## src/rtl/prefix_if.sv

```systemverilog
// Descriptor-in / byte-out handshake bundle for the x86 prefix encoder.
// The slave modport is the encoder's view; the master modport is the producer/consumer side.
interface prefix_if;
    localparam int unsigned SEG_W  = 6;
    localparam int unsigned BYTE_W = 8;
    localparam int unsigned CNT_W  = 2;

    logic              in_valid;
    logic              in_ready;
    logic              in_is_rep;
    logic [SEG_W-1:0]  in_seg_override;
    logic              in_is_opsize;
    logic [BYTE_W-1:0] in_opcode;
    logic              out_valid;
    logic              out_ready;
    logic [BYTE_W-1:0] out_byte;
    logic              out_last;
    logic [CNT_W-1:0]  out_pfx_count;

    modport slave (
        input  in_valid, in_is_rep, in_seg_override, in_is_opsize, in_opcode, out_ready,
        output in_ready, out_valid, out_byte, out_last, out_pfx_count
    );

    modport master (
        output in_valid, in_is_rep, in_seg_override, in_is_opsize, in_opcode, out_ready,
        input  in_ready, out_valid, out_byte, out_last, out_pfx_count
    );
endinterface

```

## src/rtl/prefix_encoder.sv

```systemverilog
// Serializes one decoded instruction descriptor into its canonical x86 byte stream:
// REP (F3), one segment override, operand-size (66), then the opcode.
module prefix_encoder (
    input  logic     clk,
    input  logic     rst_n,
    prefix_if.slave  bus
);
    localparam int unsigned SEG_W  = 6;
    localparam int unsigned BYTE_W = 8;
    localparam int unsigned CNT_W  = 2;

    typedef enum logic [2:0] {IDLE, REP, SEG, OPSZ, OPC} state_t;

    typedef struct packed {
        logic              rep;
        logic [SEG_W-1:0]  seg;
        logic              opsz;
        logic [BYTE_W-1:0] opcode;
    } desc_t;

    state_t            state_q, state_d;
    desc_t             desc_q, desc_d, in_desc;
    logic [BYTE_W-1:0] byte_q, byte_d;
    logic              last_q, last_d;
    logic [CNT_W-1:0]  cnt_q, cnt_d;
    logic              accept, advance;

    // Next applicable state after cur, skipping prefixes the descriptor lacks.
    function automatic state_t next_state(input state_t cur, input desc_t d);
        state_t n;
        n = IDLE;
        case (cur)
            IDLE:    n = d.rep ? REP : (|d.seg) ? SEG : d.opsz ? OPSZ : OPC;
            REP:     n = (|d.seg) ? SEG : d.opsz ? OPSZ : OPC;
            SEG:     n = d.opsz ? OPSZ : OPC;
            OPSZ:    n = OPC;
            default: n = IDLE;
        endcase
        return n;
    endfunction

    // Lowest set bit of a multi-hot segment override wins.
    function automatic logic [BYTE_W-1:0] seg_byte(input logic [SEG_W-1:0] seg);
        logic [BYTE_W-1:0] b;
        b = 8'h00;
        if      (seg[0]) b = 8'h2E;
        else if (seg[1]) b = 8'h36;
        else if (seg[2]) b = 8'h3E;
        else if (seg[3]) b = 8'h26;
        else if (seg[4]) b = 8'h64;
        else if (seg[5]) b = 8'h65;
        return b;
    endfunction

    function automatic logic [BYTE_W-1:0] byte_for(input state_t s, input desc_t d);
        logic [BYTE_W-1:0] b;
        b = 8'h00;
        case (s)
            REP:     b = 8'hF3;
            SEG:     b = seg_byte(d.seg);
            OPSZ:    b = 8'h66;
            OPC:     b = d.opcode;
            default: b = 8'h00;
        endcase
        return b;
    endfunction

    assign in_desc = '{rep:    bus.in_is_rep,
                       seg:    bus.in_seg_override,
                       opsz:   bus.in_is_opsize,
                       opcode: bus.in_opcode};

    assign bus.in_ready      = rst_n & ((state_q == IDLE) | ((state_q == OPC) & bus.out_ready));
    assign bus.out_valid     = (state_q != IDLE);
    assign bus.out_byte      = byte_q;
    assign bus.out_last      = last_q;
    assign bus.out_pfx_count = cnt_q;

    assign accept  = bus.in_valid & bus.in_ready;
    assign advance = bus.out_valid & bus.out_ready;

    always_ff @(posedge clk or negedge rst_n) begin
        if (!rst_n) begin
            state_q <= IDLE;
            desc_q  <= '0;
            byte_q  <= '0;
            last_q  <= 1'b0;
            cnt_q   <= '0;
        end else begin
            state_q <= state_d;
            desc_q  <= desc_d;
            byte_q  <= byte_d;
            last_q  <= last_d;
            cnt_q   <= cnt_d;
        end
    end

    // A new accept outranks the advance of a finishing opcode handshake.
    always_comb begin
        state_d = state_q;
        desc_d  = desc_q;
        byte_d  = byte_q;
        last_d  = last_q;
        cnt_d   = cnt_q;
        if (accept) begin
            desc_d  = in_desc;
            state_d = next_state(IDLE, in_desc);
            byte_d  = byte_for(state_d, in_desc);
            last_d  = (state_d == OPC);
            cnt_d   = CNT_W'(in_desc.rep) + CNT_W'(|in_desc.seg) + CNT_W'(in_desc.opsz);
        end else if (advance) begin
            state_d = next_state(state_q, desc_q);
            byte_d  = byte_for(state_d, desc_q);
            last_d  = (state_d == OPC);
        end
    end
endmodule
```

## src/flat_wrapper.sv

```systemverilog
// flat-port wrapper written by rule: the top's interface ports become plain ports
module prefix_encoder_flat 
  (clk, rst_n, bus_in_valid, bus_in_is_rep, bus_in_seg_override, bus_in_is_opsize, bus_in_opcode, bus_out_ready, bus_in_ready, bus_out_valid, bus_out_byte, bus_out_last, bus_out_pfx_count);
  prefix_if bus_i ();
  input  logic clk;
  input  logic rst_n;
  input wire logic [$bits(bus_i.in_valid)-1:0] bus_in_valid;
  input wire logic [$bits(bus_i.in_is_rep)-1:0] bus_in_is_rep;
  input wire logic [$bits(bus_i.in_seg_override)-1:0] bus_in_seg_override;
  input wire logic [$bits(bus_i.in_is_opsize)-1:0] bus_in_is_opsize;
  input wire logic [$bits(bus_i.in_opcode)-1:0] bus_in_opcode;
  input wire logic [$bits(bus_i.out_ready)-1:0] bus_out_ready;
  output wire logic [$bits(bus_i.in_ready)-1:0] bus_in_ready;
  output wire logic [$bits(bus_i.out_valid)-1:0] bus_out_valid;
  output wire logic [$bits(bus_i.out_byte)-1:0] bus_out_byte;
  output wire logic [$bits(bus_i.out_last)-1:0] bus_out_last;
  output wire logic [$bits(bus_i.out_pfx_count)-1:0] bus_out_pfx_count;
  assign bus_i.in_valid = bus_in_valid;
  assign bus_i.in_is_rep = bus_in_is_rep;
  assign bus_i.in_seg_override = bus_in_seg_override;
  assign bus_i.in_is_opsize = bus_in_is_opsize;
  assign bus_i.in_opcode = bus_in_opcode;
  assign bus_i.out_ready = bus_out_ready;
  assign bus_in_ready = bus_i.in_ready;
  assign bus_out_valid = bus_i.out_valid;
  assign bus_out_byte = bus_i.out_byte;
  assign bus_out_last = bus_i.out_last;
  assign bus_out_pfx_count = bus_i.out_pfx_count;
  prefix_encoder u_core (.clk(clk), .rst_n(rst_n), .bus(bus_i));
endmodule
```

## config.mk

```make
export PLATFORM = sky130hd
export DESIGN_NAME = prefix_encoder_flat
export DESIGN_NICKNAME = d
export VERILOG_FILES = /design/src/rtl/prefix_if.sv /design/src/rtl/prefix_encoder.sv /design/src/flat_wrapper.sv
export SDC_FILE = /design/constraint.sdc
export NUM_CORES = 1
export LEC_CHECK = 0
export BUFFER_PORTS_ARGS = -buffer_cell sky130_fd_sc_hd__buf_2
export CAP_MARGIN = 20
export CORE_MARGIN = 2
export CORE_UTILIZATION = 37
export CTS_CLUSTER_DIAMETER = 60
export DETAILED_ROUTE_END_ITERATION = 7
export PLACE_DENSITY = 0.58
export SLEW_MARGIN = 0
export SYNTH_ARGS = -nofsm -noshare
export SYNTH_HDL_FRONTEND = slang
export SYNTH_SLANG_ARGS = --single-unit
export TNS_END_PERCENT = 50
```

## constraint.sdc

```tcl
create_clock -name clk -period 4.25 [get_ports clk]
set_input_delay 0.6375 -clock clk [delete_from_list [all_inputs] [get_ports clk]]
set_output_delay 0.6375 -clock clk [all_outputs]
set_load 0.005 [all_outputs]
```

==> results of run 1 <==
sequential cells by signal, summed over array words and instances, names as in the netlist:
name,flops
u_core.state_q,3
u_core.desc_q,16
u_core.bus.out_byte,8
u_core.bus.out_pfx_count,2
u_core.bus.out_last,1
power groups by stage:
stage                     clock, mW  sequential, mW  combinational (mW)
after floorplan                   0           0.508               0.449
after global placement            0           0.546               0.593
after detailed placement          0           0.553               0.598
after CTS                     0.241           0.548               0.602
after global routing          0.260           0.568               0.666
final                         0.237           0.550               0.599
stage by stage:
stage / setup WS [ns] / hold slack, ns / power [mW]
2_1_floorplan: 2.30 / 0.342 / 0.958
3_3_place_gp: 1.60 / 0.471 / 1.14
3_5_place_dp: 1.54 / 0.480 / 1.15
4_1_cts: 1.82 / 0.392 / 1.39
5_1_grt: 1.64 / 0.406 / 1.49
6_report: 1.87 / 0.370 / 1.39
synth_stat cells (2+ instances only):
cell type,number,area share (%)
a21oi_1,11,3.3
and3_1,2,0.76
a31oi_1,4,1.5
a211oi_1,2,0.91
nand3_1,3,0.91
nand2_1,12,2.7
buf_2,6,1.8
nor3_1,5,1.5
and2_1,2,0.76
inv_1,6,1.4
a21o_1,2,0.91
nand2b_1,4,1.5
nor4_1,3,1.1
o21a_1,3,1.4
o21ai_1,2,0.60
o21ai_0,7,2.1
o211ai_1,3,1.4
dfrtp_1,30,45
mux2_2,15,10
a311oi_1,3,1.6
nand4_1,2,0.76
nor2_1,14,3.2
how the worst min path moves through the flow:
stage                                 startpoint                                 end  depth (start not counted)
floorplan                                  rst_n  u_core.bus.out_byte[0]$_DFFE_PN0P_                          0
global placement    u_core.desc_q[2]$_DFFE_PN0P_        u_core.desc_q[2]$_DFFE_PN0P_                          2
detailed placement  u_core.desc_q[7]$_DFFE_PN0P_        u_core.desc_q[7]$_DFFE_PN0P_                          2
CTS                                        rst_n        u_core.desc_q[8]$_DFFE_PN0P_                          2
global route                               rst_n        u_core.desc_q[5]$_DFFE_PN0P_                          2
finish                                     rst_n     u_core.bus.out_last$_DFFE_PN0P_                          2
metal layers:
| layer | GRT usage, % | vias up | part of all wire [%] |
|---|---|---|---|
| met3 | 5.13 | 7 | 6.6 |
| met4 | 5.87 | 0 | 1.6 |
| li1 | - | 689 | - |
| met5 | 0 | - | 0 |
| met1 | 23.1 | 684 | 44 |
| met2 | 27.8 | 45 | 48 |
cell families (layout without fill, tap and decap cells):
kind of cell / after synthesis / in the layout
AND/OR/NAND/NOR: 57 / 57
AO/OA/AOI/OAI: 49 / 49
flip-flops: 30 / 30
multiplexers: 16 / 16
buffers and inverters: 13 / 48
adder cells (fa/ha/maj): 1 / 1
area by class of cell:
type                       count  share of cell area [%]
inverter                       6                    1.15
tap                           52                    3.33
sequential                    30                    38.4
clock buffer                   7                    4.42
timing repair buffer          34                    8.97
clock inverter                 1                   0.256
multi-input combinational    123                    43.4
critical path: stages:
cell	delay (ns)
buf_2	0.08
buf_4	0.35
and2_1	0.29
nand3_2	0.32
a2111o_1	0.46
a22o_1	0.24
o22a_1	0.17
==> results by group, run 1 <==
Synth
  • Post-Synthesis Cells: about 170
  • Main flop type after synthesis: dfrtp_1
  • Yosys warns: 0
  • Syn Std Cell Area: ~1700 um2
  • Syn Nets: about 190
  • EDFF count, synth: 0
  • FF+latch count, synth: 30
  • Synth async-reset ratio: 100%
  • Simple-gate share of the synthesized area: between 10% and 20%
  • Synth Area in Compound Gates: a little over 20%
  • Synth Area in Adders: 1.21%
  • Synth cell types: 47
  • Proportion of synthesized area in mux cells: between 10% and 20%
  • Syn avg cell area: between 9 and 10 um2
  • Largest family of logic cells by synthesized area: compound AO/OA/AOI/OAI gates
  • Post-synthesis xor/xnor area fraction: 0%
  • Seq/Total Area, Yosys: between 40% and 50%

CTS
  • Clock Tree Buf Depth: 2
  • CTS root buf: clkbuf_8
  • Total CTS buffers: 5
  • CTS clock-pin slew for the worst setup and hold paths: approximately 0.06 ns
  • Setup Fix Bufs, Post-CTS: 0
  • CTS HTree Levels: 2
  • CTS Sinks: 30
  • Clock latency on the worst-skew pair: 0.28 ns
  • Post-CTS sizing: 0
  • Count of hold-fix buffers inserted at cts: 0
  • CTS tree: yes

STA
  • Unrepaired setup endpoints after global routing: false
  • Setup violators final: 0
  • Final hold viol count: 0
  • Period utilisation layout: between 50% and 60%
  • Clk_skew: between 0.005 and 0.006 ns
  • Max-slew violations: 0
  • Measured slew at the worst slew-check pin: roughly 0.59 ns
  • Max-slew headroom: 60.6%
  • Fmax: approximately 0.42 GHz
  • Setup Total Neg Slack: 0 ns
  • Post-layout min period: approximately 2.4 ns

Setup path
  • Reg2reg start: u_core.state_q[1]$_DFFE_PN0P_
  • Crit. Startpoint: rst_n
  • Crit. End Element: flop
  • Flop2flop setup slack: around 2.2 ns
  • Worst EP arrival: 2.55 ns
  • Crit Path Category: primary input to flop
  • Req. time, crit path: around 4.4 ns
  • Critical Path Fanout Max: 33
  • Worst Reg2Reg Path Length in Cells: 5
  • Last element of the critical path: u_core.bus.out_byte[1]$_DFFE_PN0P_
  • Crit Reg-Reg Endpoint: u_core.bus.out_byte[1]$_DFFE_PN0P_
  • CP Launch Type: primary input

Routing
  • Initial DRC count: 60
  • Post-Route WL: around 4100 um
  • DRC violations left: 0
  • Remaining antenna violation count after routing: 0
  • Via count of the routed design: between 1,000 and 1,500
  • Vias per cell: 5.63
  • First-pass detailed-route iteration total: 4
  • Avg WL per Cell: 16.2 um

Pwr
  • Internal: 0.843 mW
  • Leak: around 0.86 nW
  • Sw Pwr: 0.542 mW
  • Reg power frac: 39.7%
  • Sw frac: approximately two fifths
  • Comb pwr share: between 40 and 50%
  • Clock share of power: 17.1%
  • Worst vdd ir: about 0.00030 V
  • Pwr dens: roughly 700 nW/um2

Floorplan
  • Die Y-Extent: a little over 70 um
  • Area of the core: ~4300 um2
  • Die area: roughly 5000 um2
  • FP Rows: 24
  • Die width: 70.9 um
  • Top Ports: 33
  • Initial core utilization: 38.3%

Global routing
  • First-pass GRT wire length: between 6000 and 7000 um
  • Remaining Overflow, GRT: 0
  • Initial antenna violation count: 0
  • Total global-route track usage: between 10% and 20%
  • Largest net degree at the start of global routing: 34
  • Vias in the first global route: 1,450

Cells and area
  • Commonest cells after routing, fill and taps aside: 32 x buf_2, 30 x dfrtp_1, 15 x mux2_2
  • Nets: about 220
  • Commonest non-fill, non-tap cell in the layout: buf_2
  • Layout cell share with drive strength beyond 1: 32.3%
  • Register area: 751 um2
  • Cell Count, Final, Fillers Out: approximately 250
  • Diode count: 0
  • Area growth syn-to-layout: 18.0%
  • Final Cell Area: between 1500 and 2000 um2
  • Fillcell total: around 450
  • Layout Utilization: approximately 45%
  • Multi-input logic area: around 850 um2

Placed design
  • Final HPWL DP: roughly 3100 um
  • GPL Wtd Cong: ~0.93
  • Cell Area, Placed: 1860 um2
  • Port buffer count: 32
  • DP Cell Count: about 250

Status
  • Outcome: finished, final reports clean

Flow run
  • Max capacitance violation total: 0

Hold path
  • Min-Delay Path Class: primary input to async pin
No activity file was read; power rests on OpenSTA's default activity.
==> inputs of run 2 (changes only) <==
--- a/config.mk
+++ b/config.mk
@@ -5,6 +5,7 @@
 export SDC_FILE = /design/constraint.sdc
 export NUM_CORES = 1
 export LEC_CHECK = 0
+export ABC_AREA = 1
 export BUFFER_PORTS_ARGS = -buffer_cell sky130_fd_sc_hd__buf_2
 export CAP_MARGIN = 20
 export CORE_MARGIN = 2
==> constraint.sdc (replaced) <==
create_clock -name clk -period 2.4 [get_ports clk]
set_input_delay 0.36 -clock clk [delete_from_list [all_inputs] [get_ports clk]]
set_output_delay 0.36 -clock clk [all_outputs]
set_load 0.005 [all_outputs]
==> run 2 against run 1 <==
  * Design area grew 1.3%
  * Sequential power grew 63%
  * Highest routed layer unchanged
  * Die area grew 1.1%
  * Clock skew shrank 0.0030 ns
  * First-iteration DRC count grew 68%
  * Routed wire length grew 3.8%
  * Synthesized cell count grew 34%
  * Critical path depth grew 1
  * Utilization grew 0.26 points
==> results by group, run 2 <==
Synth
  • Synth area leader: dfrtp_1
  • Main flop type after synthesis: dfrtp_1
  • Syn Nets: around 240
  • Synth async-reset ratio: between 90% and 100%
  • FF+latch count, synth: 30
  • Syn avg cell area: 7.51 um2
  • EDFF count, synth: 0
  • Syn Std Cell Area: about 1700 um2
  • Synth cell types: 29
  • Post-Synthesis Cells: between 200 and 250
  • Post-synth top area share: 44.8%
  • Top-count cell post-synth: nand2_1
  • Yosys warns: 0
  • Synth top cells by count: 73 x nand2_1, 30 x dfrtp_1, 22 x nor2_1
  • Seq/Total Area, Yosys: between 40% and 50%
  • Area contributors post-synth: dfrtp_1 45%, nand2_1 16%, nor2_1 4.9%

STA
  • Setup Total Neg Slack: 0 ns
  • Post-layout min period: around 1.8 ns
  • Worst hold margin: ~0.11 ns
  • Max-slew violations: 0
  • Fmax: ~0.54 GHz
  • Measured slew at the worst slew-check pin: about 0.47 ns
  • Clk_skew: about 0.0024 ns
  • Max-slew headroom: roughly 69%
  • Final hold viol count: 0
  • Period utilisation layout: between 70% and 80%
  • Setup violators final: 0
  • Unrepaired setup endpoints after global routing: false

Routing
  • DRC violations left: 0
  • First-pass detailed-route iteration total: 4
  • Post-Route WL: 4250 um
  • Initial DRC count: around 100
  • Avg WL per Cell: about 14 um
  • Remaining antenna violation count after routing: 0
  • Via count of the routed design: 1,562
  • Vias per cell: around 5.0

Cells and area
  • Layout Utilization: between 40 and 50%
  • Final Cell Area: between 1500 and 2000 um2
  • Commonest non-fill, non-tap cell in the layout: nand2_1
  • Commonest cells after routing, fill and taps aside: 73 x nand2_1, 32 x buf_2, 30 x dfrtp_1
  • Biggest register: u_core.desc_q
  • Area growth syn-to-layout: 18.1%
  • Layout cell share with drive strength beyond 1: between 20% and 30%
  • Fillcell total: 460
  • Diode count: 0
  • Nets: between 200 and 300
  • Max reg flops: 16

CTS
  • CTS tree: yes
  • Clock Tree Buf Depth: 2
  • CTS clock-pin slew for the worst setup and hold paths: approximately 0.060 ns
  • Total CTS buffers: 5
  • Clock latency on the worst-skew pair: around 0.27 ns
  • Count of hold-fix buffers inserted at cts: 0
  • Setup Fix Bufs, Post-CTS: 0
  • CTS Sinks: 30
  • Post-CTS sizing: 0
  • CTS root buf: clkbuf_8
  • CTS HTree Levels: 2

Global routing
  • First-pass GRT wire length: between 7000 and 8000 um
  • Initial antenna violation count: 0
  • Vias in the first global route: approximately 1,500
  • Remaining Overflow, GRT: 0
  • Total global-route track usage: roughly 18%
  • Largest net degree at the start of global routing: 31

Status
  • Outcome: finished, final reports clean

Setup path
  • CP Launch Type: flop
  • Worst Reg2Reg Path Length in Cells: 8
  • Req. time, crit path: 2.60 ns
  • Flop2flop setup slack: 0.56 ns
  • Critical Path Fanout Max: 10
  • Worst EP arrival: between 2 and 2.5 ns
  • Reg2reg start: u_core.state_q[0]$_DFFE_PN0P_
  • Crit. End Element: flop
  • Crit Reg-Reg Endpoint: u_core.bus.out_byte[4]$_DFFE_PN0P_
  • Crit Path Category: flop to flop

Floorplan
  • Die area: between 5000 and 6000 um2
  • Initial core utilization: between 30% and 40%
  • FP Rows: 24
  • Die Y-Extent: 71.3 um
  • Die width: between 70 and 80 um
  • Area of the core: between 4000 and 5000 um2
  • Top Ports: 33

Pwr
  • Worst vdd ir: between 0.0004 and 0.0005 V
  • Pwr dens: roughly 1300 nW/um2
  • Leak: ~1.1 nW

Flow run
  • Max capacitance violation total: 0

Placed design
  • Port buffer count: 32
  • Final HPWL DP: approximately 3200 um
  • GPL Wtd Cong: 0.826
  • Cell Area, Placed: 1900 um2

Hold path
  • Min-Delay Path Class: primary input to async pin
run 2: metrics by stage:
stage	worst slack [ns]	std cells	power, mW
after floorplan	0.951	223	1.72
after global placement	0.507	306	2.11
after detailed placement	0.564	306	2.11
after CTS	0.548	313	2.49
after global routing	0.355	313	2.72
final	0.562	313	2.47
run 2: power by group:
part | internal [mW] | switching, mW | leakage, nW | total, mW
Sequential | 0.751 | 0.148 | 0.363 | 0.899
Combinational | 0.445 | 0.758 | 0.662 | 1.20
Clock | 0.199 | 0.172 | 0.0383 | 0.371
run 2: routing by layer:
| metal | track usage, % | routed length [um] | vias up |
|---|---|---|---|
| li1 | - | - | 791 |
| met1 | 26.1 | 2080 | 736 |
| met2 | 28.0 | 1960 | 33 |
| met3 | 3.94 | 199 | 2 |
| met4 | 3.35 | 17 | 0 |
| met5 | 0 | 0 | - |
run 2: final cells by class:
cell class / instances / area (um2) / area share [%]
well taps: 52 / 65.1 / 3.29
clock buffers: 7 / 76.3 / 3.86
multi-input cells: 163 / 800 / 40.4
inverters: 25 / 96.3 / 4.87
flip-flops and latches: 30 / 751 / 38.0
repair buffers: 36 / 190 / 9.61
run 2: worst max-delay path by stage:
stage	startpoint	endpoint	slack, ns	cells past startpoint
floorplan	u_core.state_q[0]$_DFFE_PN0P_	u_core.bus.out_byte[0]$_DFFE_PN0P_	0.95	9
global placement	bus_out_ready	u_core.bus.out_byte[4]$_DFFE_PN0P_	0.51	10
detailed placement	bus_out_ready	u_core.bus.out_byte[4]$_DFFE_PN0P_	0.56	10
CTS	u_core.state_q[0]$_DFFE_PN0P_	u_core.bus.out_byte[4]$_DFFE_PN0P_	0.55	8
global route	u_core.state_q[0]$_DFFE_PN0P_	u_core.bus.out_byte[4]$_DFFE_PN0P_	0.36	8
finish	u_core.state_q[0]$_DFFE_PN0P_	u_core.bus.out_byte[4]$_DFFE_PN0P_	0.56	8
run 2: cell families after synthesis:
family,Yosys count,share of synthesized area (%)
AND/OR/NAND/NOR,124,33.0
AO/OA/AOI/OAI,38,13.5
buffers and inverters,30,7.47
flip-flops,30,44.8
adder cells (fa/ha/maj),1,1.19
run 2: critical path: stages, from the launching register on:
cell     delay [ns]
dfrtp_1        0.44
nor2_2         0.22
nand3_2        0.11
inv_1          0.27
buf_4          0.24
nand2_1        0.08
o21ai_0        0.20
a21oi_1        0.06
a21oi_1        0.15
==> inputs of run 3 (changes only) <==
--- a/config.mk
+++ b/config.mk
@@ -12,7 +12,7 @@
 export CORE_UTILIZATION = 37
 export CTS_CLUSTER_DIAMETER = 60
 export DETAILED_ROUTE_END_ITERATION = 7
-export PLACE_DENSITY = 0.58
+export PLACE_DENSITY = 0.6
 export SLEW_MARGIN = 0
 export SYNTH_ARGS = -nofsm -noshare
 export SYNTH_HDL_FRONTEND = slang
==> constraint.sdc (replaced) <==
create_clock -name clk -period 1.5 [get_ports clk]
set_input_delay 0.225 -clock clk [delete_from_list [all_inputs] [get_ports clk]]
set_output_delay 0.225 -clock clk [all_outputs]
set_load 0.005 [all_outputs]
==> run 3 against run 2 <==
  * The flow now finishes with violations (negative setup slack)
  * Clock skew up 0.0021 ns
  * Clock power up 130%
  * Sequential cell count unchanged
  * Global-route usage up 1.2 points
  * Worst hold slack better by 0.049 ns
==> results by group, run 3 (synthesized netlist as in run 2, its figures left out) <==
Status
  • Outcome: complete, but fails checks
  • Failing checks: negative setup slack

Cells and area
  • Area growth syn-to-layout: 41.2%
  • Final Cell Area: between 2000 and 2500 um2
  • Commonest non-fill, non-tap cell in the layout: nand2_1
  • Layout cell share with drive strength beyond 1: a little under two fifths
  • Diode count: 0
  • Max reg flops: 16
  • Commonest cells after routing, fill and taps aside: 68 x nand2_1, 33 x buf_4, 32 x buf_2
  • Nets: between 300 and 400
  • Cell Count, Final, Fillers Out: 345
  • Biggest register: u_core.desc_q

Routing
  • Via count of the routed design: about 1,700
  • WL met2: 2230 um
  • Avg WL per Cell: 13.2 um
  • Met3 Wirelength: between 150 and 200 um
  • First-pass detailed-route iteration total: 4
  • M1 WL: 2090 um
  • Vias per cell: 4.90
  • Top layer in use: met4
  • Post-Route WL: roughly 4600 um
  • Remaining antenna violation count after routing: 0
  • DRC violations left: 0
  • Initial DRC count: 110

Floorplan
  • Die Y-Extent: 71.3 um
  • Die area: 5080 um2
  • Area of the core: around 4400 um2
  • Initial core utilization: around two fifths
  • Top Ports: 33
  • FP Rows: 24
  • Die width: a little over 70 um

Global routing
  • Total global-route track usage: between 10% and 20%
  • Initial antenna violation count: 0
  • Largest net degree at the start of global routing: 31
  • Remaining Overflow, GRT: 0
  • Vias in the first global route: between 1,500 and 2,000
  • First-pass GRT wire length: 7640 um

Pwr
  • Pwr dens: roughly 2100 nW/um2
  • Leak: ~1.3 nW
  • Internal: ~2.9 mW
  • Clock share of power: roughly 17%
  • Worst vdd ir: 0.000944 V
  • Reg power frac: slightly below 30%
  • Sw frac: roughly two fifths
  • Sw Pwr: roughly 2.0 mW
  • Comb pwr share: 53.3%

CTS
  • CTS Sinks: 30
  • Clock latency on the worst-skew pair: about 0.28 ns
  • Clock Tree Buf Depth: 2
  • CTS HTree Levels: 2
  • CTS clock-pin slew for the worst setup and hold paths: around 0.07 ns
  • CTS root buf: clkbuf_8
  • Total CTS buffers: 5
  • CTS tree: yes

Setup path
  • CP Launch Type: flop
  • Flop2flop setup slack: -0.04 ns
  • Crit Reg-Reg Endpoint: u_core.bus.out_byte[0]$_DFFE_PN0P_
  • Worst Reg2Reg Path Length in Cells: 9
  • Critical Path Fanout Max: 5
  • Crit. End Element: flop
  • Reg2reg start: u_core.state_q[0]$_DFFE_PN0P_
  • Req. time, crit path: ~1.7 ns
  • Crit Path Category: flop to flop
  • Worst EP arrival: roughly 1.7 ns

Hold path
  • Hold_sp: bus_in_opcode[6]
  • Min-Delay Path Class: primary input to flop
  • Hold endpoint: u_core.desc_q[6]$_DFFE_PN0P_
  • Hold Path Stages: 3

Placed design
  • Cell Area, Placed: around 2100 um2
  • Pre-CTS WS: -0.136 ns
  • GPL Wtd Cong: 0.886
  • DP Cell Count: ~330
  • Port buffer count: 32
  • Final HPWL DP: between 3000 and 4000 um

STA
  • Clk_skew: between 0.004 and 0.005 ns
  • Post-layout min period: about 1.5 ns
  • Final hold viol count: 0
  • Setup violators final: 1
  • Worst hold margin: between 0.15 and 0.2 ns
  • Max-slew violations: 0
  • Fmax: 0.648 GHz
  • Setup Total Neg Slack: -0.0442 ns
  • Max-slew headroom: between 70 and 80%
  • Period utilisation layout: 103%
  • Measured slew at the worst slew-check pin: 0.385 ns
  • Unrepaired setup endpoints after global routing: true
  • Setup ws final: -0.0442 ns

Flow run
  • Max capacitance violation total: 0
==> run 3: cell types whose count changed in the layout (fill, tap and decap cells not counted), sizes merged <==
cell | previous run | this run
buf | 36 | 67
bufinv | 0 | 1
clkbuf | 7 | 6
dlygate4sd3 | 0 | 1
==> run 3: layer usage <==
| layer | up-vias | track usage, % |
|---|---|---|
| met5 | - | 0 |
| met1 | 785 | 25.3 |
| met2 | 41 | 32.3 |
| li1 | 859 | - |
| met4 | 0 | 4.19 |
| met3 | 4 | 4.22 |
==> run 3: through the flow <==
step	power [mW]	util, %
2_1_floorplan	2.76	-
3_3_place_gp	3.72	48.4
3_5_place_dp	3.77	48.4
4_1_cts	4.71	52.1
5_1_grt	5.32	54.3
6_report	4.92	54.3
==> run 3: power by group through the flow <==
stage	registers [mW]	clock network (mW)	logic [mW]
after global placement	1.42	0	2.30
after floorplan	1.42	0	1.34
after detailed placement	1.43	0	2.34
after global routing	1.50	0.884	2.93
final	1.46	0.836	2.62
after CTS	1.44	0.846	2.42
==> run 3: critical path: stages (launching register included) <==
cell,delay [ns]
dfrtp_2,0.45
nor2_4,0.14
nand3_2,0.12
buf_6,0.15
nor2_8,0.10
inv_6,0.05
nand2_4,0.06
o21ai_1,0.08
a21oi_1,0.17
a21oi_1,0.09
==> run 3: how the worst max path moves through the flow <==
stage	start	to	slack (ns)
floorplan	u_core.state_q[0]$_DFFE_PN0P_	u_core.bus.out_byte[0]$_DFFE_PN0P_	0.05
global placement	u_core.state_q[2]$_DFFE_PN0P_	u_core.bus.out_byte[4]$_DFFE_PN0P_	-0.11
detailed placement	u_core.state_q[0]$_DFFE_PN0P_	u_core.bus.out_byte[0]$_DFFE_PN0P_	-0.14
CTS	u_core.state_q[1]$_DFFE_PN0P_	u_core.bus.out_byte[0]$_DFFE_PN0P_	-0.01
global route	u_core.state_q[2]$_DFFE_PN0P_	u_core.bus.out_byte[3]$_DFFE_PN0P_	-0.12
finish	u_core.state_q[0]$_DFFE_PN0P_	u_core.bus.out_byte[0]$_DFFE_PN0P_	-0.04
==> run 3: final cells by class <==
| cell class | count | area, um2 |
|---|---|---|
| Timing Repair Buffer | 68 | 449 |
| Sequential cell | 30 | 752 |
| Inverter | 25 | 106 |
| Fill cell | 424 | 1990 |
| Multi-Input combinational cell | 163 | 881 |
| Clock buffer | 6 | 82.6 |
| Tap cell | 52 | 65.1 |
| Clock inverter | 1 | 30.0 |
==> run 3: what timing repair did <==
action                     CTS  global route
hold endpoints to repair    30             0
setup endpoints to repair   11            13
hold buffers                 1             0
buffers inserted             2             3
resized for setup            9            27
pin swaps                    1             5
